File: src/rtl/score_sequencer.sv
// Score fetch/decode sequencer: fetches 16-bit score words, runs BPM/REPEAT/END
// in hardware and hands BPM-tagged notes to a player through a FWFT FIFO.
module score_sequencer #(
    parameter int                ADDR_W      = 18,
    parameter logic [ADDR_W-1:0] START_ADDR  = ADDR_W'(18'h0FF00),
    parameter int                REP_DEPTH   = 4,
    parameter int                REP_CNT_W   = 8,
    parameter int                FIFO_DEPTH  = 4,
    parameter int                DEFAULT_BPM = 96
) (
    input  logic                               CLK,
    input  logic                               RESET_N,
    input  logic                               START,
    input  logic                               PAUSE,
    output logic                               MEM_REQ,
    output logic [ADDR_W-1:0]                  MEM_ADDR,
    input  logic                               MEM_ACK,
    input  logic [15:0]                        MEM_DATA,
    output logic                               NOTE_VALID,
    input  logic                               NOTE_READY,
    output logic [15:0]                        NOTE_INS,
    output logic [11:0]                        NOTE_BPM,
    output logic                               BUSY,
    output logic                               DONE,
    output logic                               ERR_OVF,
    output logic                               ERR_UNF,
    output logic [$clog2(REP_DEPTH+1)-1:0]     REP_LEVEL
);

    // state   | meaning
    // sIdle   | after reset, waiting for START
    // sReq    | fetching the word at pc (request held until MEM_ACK)
    // sDecode | executing ir; a note waits here while the FIFO is full
    // sDrain  | END or error seen, waiting for the FIFO to empty
    // sDone   | finished, DONE high until the next START
    typedef enum logic [2:0] {sIdle, sReq, sDecode, sDrain, sDone} stateType;

    localparam int SP_W  = $clog2(REP_DEPTH + 1);
    localparam int IDX_W = (REP_DEPTH > 1) ? $clog2(REP_DEPTH) : 1;
    localparam int PTR_W = $clog2(FIFO_DEPTH);
    localparam int CNT_W = $clog2(FIFO_DEPTH + 1);

    stateType              state;
    logic [ADDR_W-1:0]     pc;
    logic [11:0]           bpm;
    logic [15:0]           ir;
    logic [SP_W-1:0]       sp;
    logic                  memReq;
    logic                  errOvf;
    logic                  errUnf;
    logic [PTR_W-1:0]      wrPtr;
    logic [PTR_W-1:0]      rdPtr;
    logic [CNT_W-1:0]      fifoCount;
    logic [ADDR_W-1:0]     stackAddr [REP_DEPTH];
    logic [REP_CNT_W-1:0]  stackCnt  [REP_DEPTH];
    logic [15:0]           fifoIns   [FIFO_DEPTH];
    logic [11:0]           fifoBpm   [FIFO_DEPTH];

    logic                  fifoFull;
    logic                  noteValid;
    logic                  push;
    logic                  pop;
    logic [ADDR_W-1:0]     pcNext;
    logic [IDX_W-1:0]      topIdx;
    logic [IDX_W-1:0]      pushIdx;
    logic [REP_CNT_W-1:0]  repCnt;

    assign fifoFull  = (fifoCount == CNT_W'(FIFO_DEPTH));
    assign noteValid = (fifoCount != '0);
    assign pop       = noteValid && NOTE_READY;
    // Full is judged before the same-cycle pop, costing one bubble when full.
    assign push      = (state == sDecode) && ir[15] && !fifoFull;
    assign pcNext    = pc + 1'b1;
    assign topIdx    = IDX_W'(sp - 1'b1);
    assign pushIdx   = IDX_W'(sp);
    assign repCnt    = (ir[REP_CNT_W-1:0] == '0) ? REP_CNT_W'(1) : ir[REP_CNT_W-1:0];

    always_ff @(posedge CLK or negedge RESET_N) begin
        if (!RESET_N) begin
            state     <= sIdle;
            pc        <= START_ADDR;
            bpm       <= 12'(DEFAULT_BPM);
            ir        <= '0;
            sp        <= '0;
            memReq    <= 1'b0;
            errOvf    <= 1'b0;
            errUnf    <= 1'b0;
            wrPtr     <= '0;
            rdPtr     <= '0;
            fifoCount <= '0;
            for (int i = 0; i < REP_DEPTH; i++) begin
                stackAddr[i] <= '0;
                stackCnt[i]  <= '0;
            end
        end else begin
            if (push) wrPtr <= wrPtr + 1'b1;
            if (pop)  rdPtr <= rdPtr + 1'b1;
            case ({push, pop})
                2'b10:   fifoCount <= fifoCount + 1'b1;
                2'b01:   fifoCount <= fifoCount - 1'b1;
                default: fifoCount <= fifoCount;
            endcase

            case (state)
                sIdle, sDone: begin
                    if (START) begin
                        pc        <= START_ADDR;
                        bpm       <= 12'(DEFAULT_BPM);
                        sp        <= '0;
                        errOvf    <= 1'b0;
                        errUnf    <= 1'b0;
                        wrPtr     <= '0;
                        rdPtr     <= '0;
                        fifoCount <= '0;
                        memReq    <= !PAUSE;
                        state     <= sReq;
                    end
                end
                sReq: begin
                    if (memReq && MEM_ACK) begin
                        ir     <= MEM_DATA;
                        memReq <= 1'b0;
                        state  <= sDecode;
                    end else if (!memReq && !PAUSE) begin
                        memReq <= 1'b1;
                    end
                end
                sDecode: begin
                    if (ir[15]) begin
                        if (!fifoFull) begin
                            pc     <= pcNext;
                            memReq <= !PAUSE;
                            state  <= sReq;
                        end
                    end else begin
                        case (ir[14:12])
                            3'b000: state <= sDrain;
                            3'b001: begin
                                if (ir[11:0] != '0) bpm <= ir[11:0];
                                pc     <= pcNext;
                                memReq <= !PAUSE;
                                state  <= sReq;
                            end
                            3'b010: begin
                                if (sp == SP_W'(REP_DEPTH)) begin
                                    errOvf <= 1'b1;
                                    state  <= sDrain;
                                end else begin
                                    stackAddr[pushIdx] <= pcNext;
                                    stackCnt[pushIdx]  <= repCnt;
                                    sp     <= sp + 1'b1;
                                    pc     <= pcNext;
                                    memReq <= !PAUSE;
                                    state  <= sReq;
                                end
                            end
                            3'b011: begin
                                if (sp == '0) begin
                                    errUnf <= 1'b1;
                                    state  <= sDrain;
                                end else begin
                                    // Count is total plays, so the last pass pops instead of looping.
                                    if (stackCnt[topIdx] > REP_CNT_W'(1)) begin
                                        stackCnt[topIdx] <= stackCnt[topIdx] - 1'b1;
                                        pc <= stackAddr[topIdx];
                                    end else begin
                                        sp <= sp - 1'b1;
                                        pc <= pcNext;
                                    end
                                    memReq <= !PAUSE;
                                    state  <= sReq;
                                end
                            end
                            default: begin
                                pc     <= pcNext;
                                memReq <= !PAUSE;
                                state  <= sReq;
                            end
                        endcase
                    end
                end
                sDrain: begin
                    if (fifoCount == '0) state <= sDone;
                end
                default: state <= sIdle;
            endcase
        end
    end

    always_ff @(posedge CLK) begin
        if (push) begin
            fifoIns[wrPtr] <= ir;
            fifoBpm[wrPtr] <= bpm;
        end
    end

    assign MEM_REQ    = memReq;
    assign MEM_ADDR   = pc;
    assign NOTE_VALID = noteValid;
    assign NOTE_INS   = noteValid ? fifoIns[rdPtr] : '0;
    assign NOTE_BPM   = noteValid ? fifoBpm[rdPtr] : '0;
    assign BUSY       = (state == sReq) || (state == sDecode) || (state == sDrain);
    assign DONE       = (state == sDone);
    assign ERR_OVF    = errOvf;
    assign ERR_UNF    = errUnf;
    assign REP_LEVEL  = sp;

endmodule

File: config.mk
export PLATFORM = sky130hd
export DESIGN_NAME = score_sequencer
export DESIGN_NICKNAME = d
export VERILOG_FILES = /design/src/rtl/score_sequencer.sv
export SDC_FILE = /design/constraint.sdc
export NUM_CORES = 1
export LEC_CHECK = 0
export ABC_AREA = 1
export BUFFER_PORTS_ARGS = -buffer_cell sky130_fd_sc_hd__buf_4
export CAP_MARGIN = 10
export CORE_ASPECT_RATIO = 1.25
export CORE_MARGIN = 2
export CORE_UTILIZATION = 53
export DETAILED_ROUTE_END_ITERATION = 16
export HOLD_SLACK_MARGIN = 0.06
export PLACE_DENSITY = 0.75
export SETUP_SLACK_MARGIN = 0.15
export SKIP_CTS_REPAIR_TIMING = 1
export SLEW_MARGIN = 0
export SYNTH_ARGS = -nofsm -noshare
export SYNTH_HDL_FRONTEND = slang
export SYNTH_SLANG_ARGS = --single-unit
File: constraint.sdc
create_clock -name CLK -period 4.3 [get_ports CLK]
set_input_delay 1.075 -clock CLK [delete_from_list [all_inputs] [get_ports CLK]]
set_output_delay 1.075 -clock CLK [all_outputs]
set_load 0.01 [all_outputs]
-- After elaboration in Yosys (flattened, before gate mapping)
Memory sizes are Yosys's and may differ from the RTL's.
Index checks and enable logic that the tools add are counted.
- magnitude comparators: 5
- add/subtract/negate cells: 8
- reductions and logical operators: 33
- bitwise logic cells: 4
- mux-type cells: 80
- eq/ne operators: 33
- operators with widths (cell ; number):
    $mux 18 ; 9
    $mux 32 ; 3
    $bwmux 72 ; 1
    $bwmux 32 ; 2
    $pmux 32 s2 ; 1
    $mux 12 ; 5
    $pmux 18 s3 ; 1
    $mux 8 ; 5
    $bmux 18 s2 ; 1
    $demux 18 s2 ; 1
    $mux 3 ; 12
    $pmux 18 s2 ; 1
    $demux 8 s2 ; 2
    $pmux 12 s2 ; 1
    $ne 2x2->1 const B ; 10
    $add 18x1->18 const B ; 1
    $ne 3x3->1 const B ; 6
    $pmux 3 s2 ; 3
    $bmux 8 s2 ; 1
    $mux 1 ; 16
    $mux 16 ; 1
    $mux 2 ; 8
    $reduce_and 5->1 ; 3
    $reduce_and 7->1 ; 2
    33 further kinds ; 67
- input port bits: 22
- logic and storage cells: 184
- output and inout bits: 55
- register bits after elaboration: 166
- memories: 2
- memory bits (writable): 112
- memory list (memory ; depth ; width ; read ports ; clocked after memory_dff ; write ports ; line ; text):
    fifoIns ; 4 ; 16 ; 1 ; 0 ; 1 ; 56 ; logic [15:0] fifoIns [FIFO_DEPTH];
    fifoBpm ; 4 ; 12 ; 1 ; 0 ; 1 ; 57 ; logic [11:0] fifoBpm [FIFO_DEPTH];

-- Depth between registers and ports, before layout
Gate-level depths: netlist of the first run.
- depth in word-level cells: 11
- gate-level depth with buffers: 20
- mapped depth without buffers: 16

-- Worst setup path after synthesis of the first run
OpenSTA, ideal clock, no wires.
- path type: register to register
- start point: register sp[0], in the netlist REP_LEVEL[0]
- end point: register sp[0], in the netlist REP_LEVEL[0]
- data required time: 4.181 ns
- arrival time: 3.198 ns
- path buffers: 4
- library setup time: 0.119 ns
- cell stages (with the launch flop): 21
- setup slack: 0.984 ns
- clock period less this slack: 3.316 ns
- path through: dfrtp_1 inv_2 buf_2 buf_1 ha_1 inv_2 buf_2 o211ai_1 nand2_2 inv_1 ha_1 or2_2 nand2_1 nor2_2 nand2_4 buf_6 nand2_1 nand2_1 nand2_2 nand3_1 nand2_1
- longest elaborated chain between the ends: 8
- elaborated cells between the ends (all ways): 19
- those cells by class: add/sub (2); order compare (1); eq/ne (4); mux (9); bitwise (1); reduce/logical (2)
- ends and longest elaborated chain (item ; line ; text):
    start, declared ; 47 ; logic [SP_W-1:0] sp;
    start signal, assigned ; 151 ; sp <= sp + 1'b1;
    start signal, assigned ; 167 ; sp <= sp - 1'b1;
    $sub 3x1->3 ; 167 ;
    $not 2->3 (not written as such) ; 163 ; if (stackCnt[topIdx] > REP_CNT_W'(1)) begin
    $bmux 8 s2 ; 163 ;
    $mux 8 (not written as such) (2 in series) ; 163 ;
    $gt 8x1->1 ; 163 ;
    $ne 3x3->1 (no line) ; - ;
    $reduce_and 7->1 (no line) ; - ;
Parallel ways exist; a longest one is shown, timed or not. The select of a mux whose other input is x is not followed.
A chain may end at the register's enable or synchronous reset.

-- Worst setup path in the final report of the first run
- start point: register rdPtr[0]
- end point: output NOTE_BPM[11]
- longest elaborated chain between the ends: 2
- ends and longest elaborated chain (item ; line ; text):
    start, declared ; 52 ; logic [PTR_W-1:0] rdPtr;
    start signal, assigned ; 97 ; if (pop) rdPtr <= rdPtr + 1'b1;
    $mem_v2 4x12 ; - ;
    $mux 12 ; 201 ; assign NOTE_BPM = noteValid ? fifoBpm[rdPtr] : '0;
    end, declared ; 22 ; output logic [11:0] NOTE_BPM,
Every way passes these cells.

==> results of run 1 <==
cell usage after synthesis, types with 2 or more instances:
cell,count
buf_6,3
dfstp_2,10
xnor2_1,2
xor2_1,13
nor2_4,3
inv_1,118
dfrtp_1,156
o21ai_0,146
buf_1,7
nand2_1,407
edfxtp_1,112
nand3_2,2
ha_1,14
clkbuf_1,35
nand3b_1,5
nand2_2,4
nor3_1,6
a22o_1,4
mux2_2,9
nor2_2,13
nand3_1,73
a21oi_1,63
buf_2,15
o21ai_1,24
o22ai_1,19
nor2_1,203
or2_2,2
o211ai_2,3
nand4_1,20
inv_2,8
buf_4,2
final timing paths:
path / endpoint / startpoint
max: NOTE_BPM[11] / rdPtr[0]
max reg2reg: MEM_ADDR[5] / REP_LEVEL[1]
min in group asynchronous: stackAddr[26] / RESET_N
min: stackCnt[6] / stackCnt[6]
min reg2reg: stackCnt[6] / stackCnt[6]
max in group asynchronous: stackCnt[25] / RESET_N
layer usage:
metal	part of all wire [%]	vias up	track usage, %
met2	52	353	46.6
met3	6.5	62	3.06
met1	39	5088	31.2
met5	0	-	0
li1	-	5093	-
met4	2.5	0	7.29
stage by stage:
step	setup slack, ns	instances
4_1_cts	0.775	1923
6_report	0.797	1923
3_5_place_dp	0.893	1875
2_1_floorplan	0.984	1516
3_3_place_gp	1.01	1875
5_1_grt	0.577	1923
area by class of cell:
type / instances / area (sq um)
fillers: 2128 / 9550
flip-flops and latches: 278 / 7530
multi-input cells: 1049 / 4940
clock buffers: 34 / 733
repair buffers: 91 / 699
inverters: 127 / 477
well taps: 330 / 413
clock inverters: 14 / 158
flip-flops by register name, summed over array words and instances, names as in the netlist:
name / cells
stackAddr: 72
fifoIns: 64
fifoBpm: 48
stackCnt: 32
MEM_ADDR: 18
ir: 16
bpm: 12
REP_LEVEL: 3
fifoCount: 3
state: 3
rdPtr: 2
wrPtr: 2
ERR_OVF: 1
ERR_UNF: 1
MEM_REQ: 1
worst max-delay path, cell delays in order (launching register included):
cell and delay (ns):
dfrtp_1 0.38, inv_1 0.58, buf_4 0.41, o21ai_0 0.17, a21oi_1 0.20, buf_4 0.15
where the power goes:
group | total [uW] | internal, uW | switching [uW] | leakage, uW
Combinational | 5100 | 1630 | 3480 | 0.00313
Sequential | 3760 | 3290 | 469 | 0.00324
Clock | 2380 | 1390 | 992 | 0.000430
cells by family (layout without fill, tap and decap cells):
family | count (synthesis) | after routing | share of synthesized area, %
mux | 9 | 9 | 0.767
fa+ha+maj | 15 | 15 | 1.48
flops | 278 | 278 | 57.0
buf+inv | 189 | 266 | 5.74
simple gates | 743 | 743 | 23.2
xor+xnor | 15 | 15 | 0.994
compound gates | 267 | 267 | 10.8
==> impl_metrics.json, run 1 <==
{
  "n_antenna_cell": 0,
  "start_kind": "flip-flop",
  "firstDrtPassIters": 5,
  "fin_worst_skew_ns": 0.0228,
  "cts_tree": "done",
  "fin_crit_sh_pct": 81.5,
  "end_kind": "primary output",
  "grt_antenna_before_repair": 0,
  "period_needed_ns": 3.50,
  "finalMaxSlewViolations": 0,
  "place_area_sq_um": 14100,
  "layout-drive-gt1-share_pct": 12.4,
  "worst-endpoint-required_ns": 3.22,
  "grt_util_all_layers_pct": 25.3,
  "hold_viol_final": 0,
  "area_growth_pct": 13.2,
  "io_pins": 77,
  "cap_violations": 0,
  "wl_per_cell_um": 17.2,
  "grt_pass1_vias": 10500,
  "die_x_um": 145,
  "final_nets": 1610,
  "reg2reg_depth": 15,
  "avgSynthCellArea_sq_um": 8.72,
  "rows": 64,
  "drc": 0,
  "dieArea_sq_um": 26200,
  "drt_iter0_drc": 875,
  "worst-path-max-fanout": 30,
  "cts_buffers": 26,
  "fmax_ghz": 0.285,
  "initial_core_util_pct": 53.9,
  "criticalPathCategory": "reg2out",
  "synth_area_sq_um": 13200,
  "r2r_slack_ns": 0.81,
  "synth_edf_count": 112,
  "layout_commonest_cell": "nand2_1",
  "cellLeakagePower_uw": 0.00680,
  "vias": 10600,
  "slew_headroom_pct": 25.1,
  "final_cell_mix": "407 x nand2_1, 199 x nor2_1, 155 x dfrtp_1",
  "hold_path.class": "reg2reg",
  "antenna_left": 0,
  "cts_max_path_buffers": 3,
  "ir_worst_vdd_v": 0.000668,
  "hpwlAfterDp_um": 21600,
  "cp_data_arrival_time_ns": 2.43,
  "grt_max_degree": 103,
  "yosysSeqAreaShare_pct": 57.0,
  "power_per_cell_area_nw_per_um2": 752,
  "gp_congestion": 0.911,
  "yosysWarningCount": 0,
  "tightest_slew_ns": 1.12,
  "root_buffer": "clkbuf_16",
  "synth_top_area_share_pct": 29.5,
  "totalPowerFinal_uw": 11200,
  "synth_seq_cells": 278,
  "port_buffers": 76,
  "status": "finished, final reports clean",
  "synth_cell_types": 46,
  "synth_top_area_cell": "dfrtp_1",
  "clkLatencyLatePin_ns": 0.54,
  "htree_levels": 1,
  "clk_pin_slew_worst_paths_ns": 0.07,
  "die_h_um": 181,
  "synthCells": 1516,
  "syn_nets": 1553,
  "grt_pass1_wl_um": 54000,
  "final_util_pct": 61.0,
  "vias_per_cell": 5.51,
  "synthFlopType": "dfrtp_1",
  "clock_sinks": 278,
  "core-area_sq_um": 24500,
  "synthTopCellsByArea": "dfrtp_1 30%, edfxtp_1 25%, nand2_1 12%, nor2_1 5.8%, o21ai_0 5.5%",
  "tns_ns": 0,
  "wl_um": 33100,
  "finalSetupViolations": 0,
  "async_reset_ff_share_pct": 59.7,
  "grt-ovfl-total": 0,
  "hold_path_depth": 2,
  "rsz0062_at_grt": "no",
  "fin_hold_ws_ns": 0.476,
  "fin_area_sq_um": 15000
}
(Power assumes the default switching activity.)
==> inputs of run 2 (changes only) <==
--- a/config.mk
+++ b/config.mk
@@ -13,7 +13,7 @@
 export CORE_UTILIZATION = 53
 export DETAILED_ROUTE_END_ITERATION = 16
 export HOLD_SLACK_MARGIN = 0.06
-export PLACE_DENSITY = 0.75
+export PLACE_DENSITY = 0.78
 export SETUP_SLACK_MARGIN = 0.15
 export SKIP_CTS_REPAIR_TIMING = 1
 export SLEW_MARGIN = 0
==> constraint.sdc (replaced) <==
create_clock -name CLK -period 3.2 [get_ports CLK]
set_input_delay 0.8 -clock CLK [delete_from_list [all_inputs] [get_ports CLK]]
set_output_delay 0.8 -clock CLK [all_outputs]
set_load 0.01 [all_outputs]
==> impl_metrics.json, run 2 (synthesis results as in run 1) <==
{
  "largest_reg_flops": 72,
  "end_kind": "primary output",
  "cap_violations": 0,
  "start_kind": "flip-flop",
  "fmax_ghz": 0.343,
  "grt-ovfl-total": 0,
  "vias_per_cell": 5.49,
  "r2r_slack_ns": 0.36,
  "final_nets": 1627,
  "rsz0062_at_grt": "yes",
  "hpwlAfterDp_um": 22000,
  "cellLeakagePower_uw": 0.00692,
  "clock_sinks": 278,
  "grt_antenna_before_repair": 0,
  "vias": 10600,
  "p_clk_share_pct": 21.3,
  "pwr-share-comb_pct": 45.9,
  "period_needed_ns": 2.91,
  "seq_power_share_pct": 32.8,
  "fin_crit_sh_pct": 91.1,
  "finalMaxSlewViolations": 0,
  "initial_core_util_pct": 53.9,
  "clkLatencyLatePin_ns": 0.53,
  "finalSetupViolations": 0,
  "hold_viol_final": 0,
  "dieArea_sq_um": 26200,
  "clk_pin_slew_worst_paths_ns": 0.06,
  "area_growth_pct": 14.7,
  "totalPowerFinal_uw": 15500,
  "firstDrtPassIters": 5,
  "htree_levels": 1,
  "reg2reg_depth": 15,
  "wl_um": 33200,
  "r2r_end": "MEM_ADDR[6]",
  "criticalPathCategory": "reg2out",
  "reg2reg_from": "REP_LEVEL[1]",
  "worst-endpoint-required_ns": 2.40,
  "layout-drive-gt1-share_pct": 13.5,
  "grt_util_all_layers_pct": 25.7,
  "cts_max_path_buffers": 3,
  "final_util_pct": 61.9,
  "wl_per_cell_um": 17.1,
  "p_sw_share_pct": 43.4,
  "final_cell_mix": "407 x nand2_1, 199 x nor2_1, 154 x dfrtp_1",
  "ir_worst_vdd_v": 0.000596,
  "core-area_sq_um": 24500,
  "die_x_um": 145,
  "cp_data_arrival_time_ns": 2.11,
  "cp-endpoint": "NOTE_INS[2]",
  "rows": 64,
  "power.net_switching_uw": 6730,
  "slew_headroom_pct": 38.5,
  "cts_tree": "done",
  "cts_buffers": 27,
  "tightest_slew_ns": 0.921,
  "grt_pass1_vias": 10900,
  "hold_path.class": "in2async",
  "place_area_sq_um": 14200,
  "grt_max_degree": 69,
  "die_h_um": 181,
  "grt_pass1_wl_um": 54800,
  "layout_commonest_cell": "nand2_1",
  "setup_ws_ns": 0.286,
  "io_pins": 77,
  "top_register": "stackAddr",
  "worst-path-max-fanout": 17,
  "tns_ns": 0,
  "power_per_cell_area_nw_per_um2": 1020,
  "n_antenna_cell": 0,
  "antenna_left": 0,
  "root_buffer": "clkbuf_16",
  "fin_worst_skew_ns": 0.0116,
  "internal_power_uw": 8770,
  "status": "finished, final reports clean",
  "reg_top3": "stackAddr x72, fifoIns x64, fifoBpm x48",
  "gp_congestion": 0.968,
  "port_buffers": 76,
  "place_ws_ns": 0.296,
  "drc": 0,
  "drt_iter0_drc": 805,
  "startpoint": "rdPtr[1]",
  "fin_area_sq_um": 15200
}
## run 2: how the worst min path moves through the flow
stage / startpoint / to / slack [ns] / depth (start not counted)
floorplan: stackAddr[47] / stackAddr[47] / 0.44 / 2
global placement: stackAddr[47] / stackAddr[47] / 0.45 / 2
detailed placement: stackCnt[2] / stackCnt[2] / 0.46 / 2
CTS: RESET_N / stackAddr[13] / 0.18 / 1
global route: RESET_N / stackAddr[63] / 0.20 / 1
finish: RESET_N / stackAddr[63] / 0.18 / 1
## run 2: cell type report
class	count	area (sq um)
Tap cell	330	413
Clock buffer	36	761
Inverter	127	477
Fill cell	2051	9350
Timing Repair Buffer	107	836
Clock inverter	13	168
Sequential cell	278	7530
Multi-Input combinational cell	1049	4970
## run 2: metal layers
layer  track usage, %  vias up  share of wire, %
met2             46.3      353                51
met3             3.01       79               6.0
met1             31.4     5081                39
met4             10.3        0               3.6
li1                 -     5131                 -
met5                0        -                 0
## run 2: stage by stage
| step | cells | hold WS [ns] |
|---|---|---|
| finish | 1940 | 0.178 |
| detailed placement | 1891 | 0.463 |
| global placement | 1891 | 0.452 |
| CTS | 1940 | 0.181 |
| global route | 1940 | 0.201 |
| floorplan | 1516 | 0.437 |
## run 2: power groups by stage
| stage | clock (uW) | combinational, uW | sequential (uW) |
|---|---|---|---|
| 2_1_floorplan | 0 | 4860 | 4910 |
| 3_3_place_gp | 0 | 6870 | 5100 |
| 3_5_place_dp | 0 | 6980 | 5130 |
| 4_1_cts | 3340 | 7050 | 5070 |
| 5_1_grt | 3470 | 7890 | 5160 |
| 6_report | 3300 | 7110 | 5080 |
## run 2: worst max-delay path: stages, from the launching register on
cell     delay, ns
dfrtp_1       0.38
inv_1         0.39
buf_4         0.35
nor2_1        0.08
o21ai_0       0.10
a21oi_1       0.12
buf_4         0.17
==> inputs of run 3 (changes only) <==
--- a/config.mk
+++ b/config.mk
@@ -14,8 +14,8 @@
 export DETAILED_ROUTE_END_ITERATION = 16
 export HOLD_SLACK_MARGIN = 0.06
 export PLACE_DENSITY = 0.78
+export RECOVER_POWER = 100
 export SETUP_SLACK_MARGIN = 0.15
-export SKIP_CTS_REPAIR_TIMING = 1
 export SLEW_MARGIN = 0
 export SYNTH_ARGS = -nofsm -noshare
 export SYNTH_HDL_FRONTEND = slang
==> impl_metrics.json, run 3 (synthesis results as in run 1) <==
{
  "status": "finished with violations",
  "violations": "max-capacitance violations, max-slew violations",
  "die_x_um": 145,
  "antenna_left": 0,
  "fin_worst_skew_ns": 0.0111,
  "path_cells": "buf_12 -> nor2_1 -> nor2_1 -> o21ai_0 -> a21oi_1 -> clkbuf_1",
  "cts_max_path_buffers": 3,
  "grt_max_degree": 69,
  "fin_crit_sh_pct": 93.4,
  "layout_commonest_cell": "nand2_1",
  "rsz0062_at_grt": "yes",
  "hold_buffers": 0,
  "end_kind": "primary output",
  "hold_viol_final": 0,
  "cts_buffers": 27,
  "io_pins": 77,
  "startpoint": "rdPtr[0]",
  "fin_cells": 1940,
  "grt_pass1_wl_um": 54800,
  "fin_hold_ws_ns": 0.474,
  "fmax_ghz": 0.335,
  "cellLeakagePower_uw": 0.00673,
  "wl_um": 33300,
  "final_cell_mix": "407 x nand2_1, 202 x nor2_1, 165 x o21ai_0",
  "cp_num_buf_inv": 2,
  "final_nets": 1627,
  "internal_power_uw": 8490,
  "cap_violations": 1,
  "root_buffer": "clkbuf_16",
  "clock_sinks": 278,
  "top_register": "stackAddr",
  "grt_pass1_vias": 10900,
  "clkLatencyLatePin_ns": 0.53,
  "dieArea_sq_um": 26200,
  "firstDrtPassIters": 5,
  "reg_top3": "stackAddr x72, fifoIns x64, fifoBpm x48",
  "dp_cells": 1891,
  "power.net_switching_uw": 6700,
  "gp_congestion": 0.968,
  "p_clk_share_pct": 21.7,
  "grt_antenna_before_repair": 0,
  "worst-path-max-fanout": 32,
  "final_util_pct": 61.0,
  "cts_tree": "done",
  "htree_levels": 1,
  "path_delay_family": "flip-flops",
  "grt-ovfl-total": 0,
  "hp-start": "stackAddr[29]",
  "port_buffers": 76,
  "initial_core_util_pct": 53.9,
  "criticalPathCategory": "reg2out",
  "layout-drive-gt1-share_pct": 9.63,
  "vias": 10600,
  "pwr-share-comb_pct": 45.0,
  "slew_headroom_pct": -45.2,
  "drt_iter0_drc": 769,
  "area_growth_pct": 13.0,
  "cp_data_arrival_time_ns": 2.19,
  "fin_area_sq_um": 14900,
  "place_area_sq_um": 14200,
  "largest_reg_flops": 72,
  "period_needed_ns": 2.99,
  "hpwlAfterDp_um": 22000,
  "tns_ns": 0,
  "power_per_cell_area_nw_per_um2": 1020,
  "ir_worst_vdd_v": 0.000588,
  "post_cts.repair.setup_buffers": 0,
  "drc": 0,
  "grt_util_all_layers_pct": 25.7,
  "start_kind": "flip-flop",
  "tightest_slew_ns": 2.18,
  "slowest_stage": "dfrtp_2",
  "cp_common_cell": "nor2_1",
  "die_h_um": 181,
  "clk_pin_slew_worst_paths_ns": 0.06,
  "finalMaxSlewViolations": 38,
  "worst-endpoint-required_ns": 2.40,
  "hold_path.class": "reg2reg",
  "seq_power_share_pct": 33.3,
  "p_sw_share_pct": 44.1,
  "core-area_sq_um": 24500,
  "n_antenna_cell": 0,
  "critPathMaxStageDelay_ns": 0.72,
  "vias_per_cell": 5.48,
  "rows": 64,
  "reg2reg_from": "state[2]",
  "wl_per_cell_um": 17.2,
  "finalSetupViolations": 0
}
## run 3: cell count changes in the layout (fill, tap and decap cells not counted), moves of 3 or more
| cell | delta |
|---|---|
| dfstp_2 | -10 |
| clkbuf_1 | +43 |
| o21ai_1 | -19 |
| o21ai_0 | +19 |
| clkbuf_2 | +5 |
| dfstp_1 | +10 |
| buf_4 | -47 |
| nor2_1 | +3 |
## run 3: per-stage QoR
stage | power (uW) | setup WS, ns
global placement | 12000 | 0.411
detailed placement | 12100 | 0.296
floorplan | 9770 | 0.210
global route | 16200 | 0.0624
finish | 15200 | 0.213
CTS | 15500 | 0.252
## run 3: final timing paths
path | to | cells past startpoint | slack (ns)
worst max-delay path | NOTE_INS[3] | 6 | 0.21
worst min-delay path | stackAddr[29] | 2 | 0.47
worst max register to register | stackAddr[27] | 8 | 0.31
worst min register to register | stackAddr[29] | 2 | 0.47
max in group asynchronous | ir[2] | 2 | 0.57
min in group asynchronous | stackAddr[13] | 1 | 0.91
## run 3: worst register-to-register path, cell delays in order (launching register included)
cell	delay, ns
dfrtp_1	0.41
inv_2	0.08
nand3_1	0.28
nor2_1	0.40
nand4_1	0.37
nor2_4	0.52
inv_1	0.44
nand2_1	0.14
o21ai_0	0.10
## run 3: cell type report
cell class / instances / area [sq um]
tap: 330 / 413
sequential: 278 / 7530
inverter: 127 / 477
clock buffer: 36 / 761
fill: 2117 / 9570
multi-input combinational: 1049 / 4930
clock inverter: 13 / 168
timing repair buffer: 107 / 658
## run 3: metal layers
| layer | part of all wire (%) | routed length (um) | vias up | global-route usage, % |
|---|---|---|---|---|
| li1 | - | - | 5120 | - |
| met1 | 40 | 13200 | 5058 | 31.4 |
| met2 | 50 | 16800 | 369 | 46.3 |
| met3 | 6.1 | 2030 | 89 | 3.01 |
| met4 | 3.9 | 1300 | 0 | 10.3 |
| met5 | 0 | 0 | - | 0 |
## run 3: timing repair
item | CTS | global route
gates resized for setup | 0 | 4
setup endpoints to repair | 0 | 38
endpoints found under the hold margin | 0 | 0
## run 3: power by group through the flow
stage               Sequential [uW]  Clock (uW)  Combinational, uW
floorplan                      4910           0               4860
global placement               5100           0               6870
detailed placement             5130           0               6980
CTS                            5070        3340               7050
global route                   5140        3470               7600
finish                         5060        3300               6830
